===== src/rtl/fifo_pkg.sv =====
// Shared types and sizing helpers for the synchronous FIFO.
package fifo_pkg;

  // Read-side behaviour selected by the FWFT parameter.
  typedef enum logic {
    MODE_REGISTERED = 1'b0,
    MODE_FWFT       = 1'b1
  } fifo_mode_e;

  // Pointer and occupancy-counter widths derived from the capacity.
  typedef struct packed {
    int ptr_w;
    int cnt_w;
  } fifo_widths_t;

  // Pointers index 0..DEPTH-1; the counter must also represent DEPTH itself.
  function automatic fifo_widths_t fifo_widths(input int depth);
    fifo_widths_t w;
    w.ptr_w = (depth > 1) ? $clog2(depth) : 1;
    w.cnt_w = $clog2(depth + 1);
    return w;
  endfunction

endpackage


===== src/rtl/fifo_mem.sv =====
// FIFO storage: DEPTH x DSIZE, one synchronous write port, one
// asynchronous read port, contents deliberately not reset.
module fifo_mem #(
  parameter int DSIZE = 8,
  parameter int DEPTH = 16,
  parameter int AW    = 4
) (
  input  logic             clk,
  input  logic             we_i,
  input  logic [AW-1:0]    waddr_i,
  input  logic [DSIZE-1:0] wdata_i,
  input  logic [AW-1:0]    raddr_i,
  output logic [DSIZE-1:0] rdata_o
);

  logic [DSIZE-1:0] mem_q [DEPTH];

  // Store the write word on an accepted write.
  always_ff @(posedge clk) begin
    if (we_i) begin
      mem_q[waddr_i] <= wdata_i;
    end
  end

  assign rdata_o = mem_q[raddr_i];

endmodule


===== src/rtl/sync_fifo.sv =====
// Single-clock FIFO with occupancy flags, sticky overflow/underflow and a
// choice of first-word-fall-through or registered read data.
module sync_fifo
  import fifo_pkg::*;
#(
  parameter int DSIZE     = 8,
  parameter int DEPTH     = 16,
  parameter int AFULL_TH  = 12,
  parameter int AEMPTY_TH = 4,
  parameter int FWFT      = 1
) (
  input  logic                         clk,
  input  logic                         rst,
  input  logic                         winc,
  input  logic [DSIZE-1:0]             wdata,
  output logic                         wfull,
  input  logic                         rinc,
  output logic [DSIZE-1:0]             rdata,
  output logic                         rvalid,
  output logic                         rempty,
  output logic                         afull,
  output logic                         aempty,
  output logic [$clog2(DEPTH+1)-1:0]   count,
  output logic                         overflow,
  output logic                         underflow
);

  localparam fifo_widths_t WID  = fifo_widths(DEPTH);
  localparam int           PW   = WID.ptr_w;
  localparam int           CW   = WID.cnt_w;
  localparam fifo_mode_e   MODE = (FWFT != 0) ? MODE_FWFT : MODE_REGISTERED;

  localparam logic [PW-1:0] PTR_LAST  = PW'(DEPTH - 1);
  localparam logic [CW-1:0] CNT_FULL  = CW'(DEPTH);
  localparam logic [CW-1:0] CNT_AFULL = CW'(AFULL_TH);
  localparam logic [CW-1:0] CNT_AEMPT = CW'(AEMPTY_TH);

  logic [PW-1:0]    wptr_q, wptr_d;
  logic [PW-1:0]    rptr_q, rptr_d;
  logic [CW-1:0]    count_q, count_d;
  logic             wfull_q, rempty_q, afull_q, aempty_q;
  logic             overflow_q, underflow_q;
  logic             wr_acc_s, rd_acc_s;
  logic [DSIZE-1:0] mem_rdata_s;

  // Requests are accepted only against the registered full/empty state.
  assign wr_acc_s = winc && !wfull_q;
  assign rd_acc_s = rinc && !rempty_q;

  // Next pointers wrap explicitly at DEPTH-1 so non-power-of-two depths work.
  always_comb begin
    wptr_d  = wptr_q;
    rptr_d  = rptr_q;
    count_d = count_q;
    if (wr_acc_s) begin
      wptr_d = (wptr_q == PTR_LAST) ? '0 : wptr_q + PW'(1);
    end else begin
      wptr_d = wptr_q;
    end
    if (rd_acc_s) begin
      rptr_d = (rptr_q == PTR_LAST) ? '0 : rptr_q + PW'(1);
    end else begin
      rptr_d = rptr_q;
    end
    case ({wr_acc_s, rd_acc_s})
      2'b10:   count_d = count_q + CW'(1);
      2'b01:   count_d = count_q - CW'(1);
      default: count_d = count_q;
    endcase
  end

  // Pointer, occupancy, flag and sticky-error state; flags follow next count.
  always_ff @(posedge clk) begin
    if (rst) begin
      wptr_q      <= '0;
      rptr_q      <= '0;
      count_q     <= '0;
      wfull_q     <= 1'b0;
      rempty_q    <= 1'b1;
      afull_q     <= 1'b0;
      aempty_q    <= 1'b1;
      overflow_q  <= 1'b0;
      underflow_q <= 1'b0;
    end else begin
      wptr_q      <= wptr_d;
      rptr_q      <= rptr_d;
      count_q     <= count_d;
      wfull_q     <= (count_d == CNT_FULL);
      rempty_q    <= (count_d == '0);
      afull_q     <= (count_d >= CNT_AFULL);
      aempty_q    <= (count_d <= CNT_AEMPT);
      overflow_q  <= overflow_q  | (winc & wfull_q);
      underflow_q <= underflow_q | (rinc & rempty_q);
    end
  end

  // Writes presented during reset must not touch storage.
  fifo_mem #(
    .DSIZE (DSIZE),
    .DEPTH (DEPTH),
    .AW    (PW)
  ) u_mem (
    .clk     (clk),
    .we_i    (wr_acc_s && !rst),
    .waddr_i (wptr_q),
    .wdata_i (wdata),
    .raddr_i (rptr_q),
    .rdata_o (mem_rdata_s)
  );

  if (MODE == MODE_FWFT) begin : g_fwft
    // Head word is presented directly; forced to zero while empty so that
    // unwritten storage never leaks out after reset.
    assign rdata  = rempty_q ? '0 : mem_rdata_s;
    assign rvalid = !rempty_q;
  end else begin : g_reg
    logic [DSIZE-1:0] rdata_q;
    logic             rvalid_q;

    // Capture the head word on an accepted read; rvalid flags that one cycle.
    always_ff @(posedge clk) begin
      if (rst) begin
        rdata_q  <= '0;
        rvalid_q <= 1'b0;
      end else begin
        rvalid_q <= rd_acc_s;
        if (rd_acc_s) begin
          rdata_q <= mem_rdata_s;
        end
      end
    end

    assign rdata  = rdata_q;
    assign rvalid = rvalid_q;
  end

  assign wfull     = wfull_q;
  assign rempty    = rempty_q;
  assign afull     = afull_q;
  assign aempty    = aempty_q;
  assign count     = count_q;
  assign overflow  = overflow_q;
  assign underflow = underflow_q;

endmodule


===== config.mk =====
export PLATFORM = sky130hd
export DESIGN_NAME = sync_fifo
export DESIGN_NICKNAME = d
export VERILOG_FILES = /design/src/rtl/fifo_pkg.sv /design/src/rtl/fifo_mem.sv /design/src/rtl/sync_fifo.sv
export SDC_FILE = /design/constraint.sdc
export NUM_CORES = 1
export LEC_CHECK = 0
export BUFFER_PORTS_ARGS = -buffer_cell sky130_fd_sc_hd__buf_4
export CORE_MARGIN = 2
export CORE_UTILIZATION = 60
export CTS_BUF_LIST = sky130_fd_sc_hd__clkbuf_2 sky130_fd_sc_hd__clkbuf_4 sky130_fd_sc_hd__clkbuf_8
export CTS_CLUSTER_DIAMETER = 100
export DETAILED_ROUTE_END_ITERATION = 8
export PLACE_DENSITY = 0.89
export SLEW_MARGIN = 20
export SYNTH_ARGS = -nofsm -noshare
export SYNTH_HDL_FRONTEND = slang
export SYNTH_SLANG_ARGS = --single-unit

===== constraint.sdc =====
create_clock -name clk -period 3 [get_ports clk]
set_input_delay 0.45 -clock clk [delete_from_list [all_inputs] [get_ports clk]]
set_output_delay 0.45 -clock clk [all_outputs]
set_load 0.02 [all_outputs]

==> flow_metrics.env <==
export IMPL_outcome="completed"
export IMPL_timing_max_cap_violations=0
export IMPL_multi_input_area_um2=1680
export IMPL_tightest_slew_ns=0.722
export IMPL_ff2ff_setup_slack_ns=0.43
export IMPL_synthToLayoutAreaGrowth_pct=14.0
export IMPL_ys_ff_latch=151
export IMPL_rows=36
export IMPL_grt_max_degree=33
export IMPL_vias=3264
export IMPL_vdd_drop_max_mv=0.498
export IMPL_cts_tree="built"
export IMPL_finalMaxSlewViolations=0
export IMPL_numCtsBuffers=17
export IMPL_place_gp_congestion=0.797
export IMPL_netlist_instances=325
export IMPL_grt_busiest_layer="met2"
export IMPL_ys_seq_area_frac=0.703
export IMPL_fillCellCount=574
export IMPL_setup_viol=0
export IMPL_via_per_inst=6.35
export IMPL_holdWs_ns=0.250
export IMPL_clk_path_buf_depth=2
export IMPL_die_y_um=105
export IMPL_regArea_um2=4310
export IMPL_grt_pass1_vias=3316
export IMPL_path_max_fanout=8
export IMPL_clk_pin_slew_ns=0.08
export IMPL_endpoint_kind="output pin"
export IMPL_holdPathEnd="underflow"
export IMPL_drc=0
export IMPL_antenna_found_initial=0
export IMPL_hpwl_um=7740
export IMPL_initial_core_util=0.621
export IMPL_fmax_mhz=338
export IMPL_clk_latency_ns=0.45
export IMPL_clockRootBuffer="clkbuf_8"
export IMPL_layout_drive_gt1_share=0.257
export IMPL_routed_wirelength_um=13600
export IMPL_port_buffers=31
export IMPL_dpl_cell_count=480
export IMPL_die_w_um=105
export IMPL_cts_setup_buffers=0
export IMPL_drt_pass1_iterations=5
export IMPL_grt_usage=0.259
export IMPL_syn_num_nets=345
export IMPL_wl_per_cell_um=26.4
export IMPL_finClkSkew_ns=0.0142
export IMPL_worstPathArrival_ns=2.51
export IMPL_min_path_type="input pin to flip-flop"
export IMPL_r2r_end="aempty"
export IMPL_dieArea_um2=11000
export IMPL_post_route_period_util=0.987
export IMPL_antenna_left=0
export IMPL_report_final_hold_viol_count=0
export IMPL_whs_path_depth=3
export IMPL_cts_htree_levels=4
export IMPL_grt_met3_usage=0.0661
export IMPL_use_met1=0.305
export IMPL_ys_types=37
export IMPL_drt_iter0_drc=336
export IMPL_critPathKind="flip-flop to output pin"
export IMPL_num_antenna_cells=0
export IMPL_syn_area_um2=6130
export IMPL_clock_sinks=151
export IMPL_met2_usage=0.442
export IMPL_required_ns=2.55
export IMPL_syn_area_per_cell_um2=18.8
export IMPL_p_leak_nw=2.38
export IMPL_final_cells=514
export IMPL_io_pins=32
export IMPL_start_kind="flip-flop"
export IMPL_holdCritStartpoint="rinc"
export IMPL_min_period_ns=2.96
export IMPL_rr_startpoint="rempty"
export IMPL_p_per_area_nw_per_um2=716
export IMPL_synth_warnings=0
export IMPL_core_um2=9860
export IMPL_slew_headroom=0.518
export IMPL_num_nets_final=388
export IMPL_grt_setup_unrepaired="false"
export IMPL_overflow=0
export IMPL_reg2reg_depth=10
export IMPL_grt_pass1_wl_um=19800
[area by class of cell]
cell class / instances / share of cell area
Tap cell: 133 / 0.0238
Sequential cell: 151 / 0.617
Timing Repair Buffer: 38 / 0.0480
Clock buffer: 18 / 0.0346
Clock inverter: 14 / 0.0315
Inverter: 9 / 0.00484
Multi-Input combinational cell: 151 / 0.240
[synthesized netlist by cell type]
cell / instances / area [µm²]
edfxtp_1: 128 / 3840
and2_1: 24 / 150
dfxtp_1: 23 / 460
mux4_2: 23 / 518
mux4_1: 17 / 447
nor2_1: 15 / 56.3
a21oi_1: 12 / 60.1
nand2_1: 12 / 45.0
inv_1: 9 / 33.8
ha_1: 8 / 100
clkbuf_1: 7 / 26.3
xor2_1: 6 / 52.6
o21ai_0: 5 / 25.0
mux2i_1: 4 / 40.0
nor2b_1: 4 / 25.0
buf_1: 3 / 11.3
a311oi_1: 2 / 17.5
buf_8: 2 / 30.0
nor3b_1: 2 / 15.0
nor4b_1: 2 / 17.5
a211o_1: 1 / 8.76
a211oi_1: 1 / 7.51
a22o_1: 1 / 8.76
a31oi_1: 1 / 6.26
a41o_1: 1 / 10.0
buf_12: 1 / 20.0
buf_6: 1 / 11.3
mux2_2: 1 / 11.3
nand2b_1: 1 / 6.26
nor3_1: 1 / 5.00
o211ai_1: 1 / 7.51
o221a_1: 1 / 11.3
o311ai_1: 1 / 8.76
or2_2: 1 / 6.26
or3_1: 1 / 6.26
or4_1: 1 / 7.51
xnor2_1: 1 / 8.76
[metal layers]
layer | routed length [µm] | part of all wire
met5 | 0 | 0
met4 | 531 | 0.039
met3 | 993 | 0.073
met2 | 7220 | 0.53
met1 | 4830 | 0.36
[sequential cells by signal (all words and copies together) (netlist names), named ones only]
name,cells
aempty,1
rptr_q,4
wfull,1
overflow,1
underflow,1
u_mem.mem_q,128
count,5
afull,1
wptr_q,4
rempty,1
[report_power, final]
group,switching (W),internal (W)
clock,0.000776,0.00101
sequential,0.0000826,0.00233
combinational,0.000410,0.000391
[through the flow]
stage | area, µm² | setup TNS, ns | worst slack, ns | utilization | power, W
2_1_floorplan | 6130 | 0 | 0.244 | - | 0.00296
3_3_place_gp | 6480 | 0 | 0.432 | 0.657 | 0.00317
3_5_place_dp | 6480 | 0 | 0.367 | 0.657 | 0.00321
4_1_cts | 6970 | -0.0232 | -0.00728 | 0.707 | 0.00499
5_1_grt | 6980 | 0 | 0.000575 | 0.708 | 0.00515
6_report | 6980 | 0 | 0.0400 | 0.708 | 0.00500
[kinds of logic after synthesis]
logic type	after synthesis	share of synthesized area
flops	151	0.703
simple gates	64	0.0556
mux	45	0.166
compound gates	27	0.0280
buf+inv	23	0.0217
fa+ha+maj	8	0.0163
xor+xnor	7	0.0100
[worst max path at each step]
stage                          from       end  slack, ns  cells after the start
final                     flip-flop  rdata[0]       0.04                      5
after global routing      flip-flop  rdata[0]     0.0006                      5
after CTS                 flip-flop  rdata[1]     -0.007                      5
after detailed placement       winc    aempty       0.37                     11
after global placement         winc    aempty       0.43                     11
after floorplan              rempty    aempty       0.24                     12
[critical path: stages, from the launching register on]
cell and delay (ns):
dfxtp_4 0.44, buf_12 0.17, mux4_1 0.59, mux4_2 0.50
and2_1 0.21, buf_4 0.16
[layout by cell type, fill, tap and decap left out, types with 2 or more instances in the layout]
master,Yosys,final
clkinv_4,0,4
mux4_1,17,14
a311oi_1,2,2
and2_1,24,24
dfxtp_1,23,22
xor2_1,6,6
a21oi_1,12,12
inv_1,9,9
ha_1,8,8
nand2_1,12,12
edfxtp_1,128,128
o21ai_0,5,5
nor2b_1,4,4
mux2i_1,4,4
buf_4,0,35
bufinv_16,0,5
mux4_2,23,26
nor3b_1,2,2
nor2_1,15,15
inv_6,0,3
clkbuf_8,0,17
nor4b_1,2,2
[what timing repair did]
item / 4_1_cts / 5_1_grt
hold buffers: 0 / 0
cloned: 1 / 1
setup endpoints to repair: 2 / 7
gates resized for setup: 0 / 5
(Power assumes the default switching activity.)
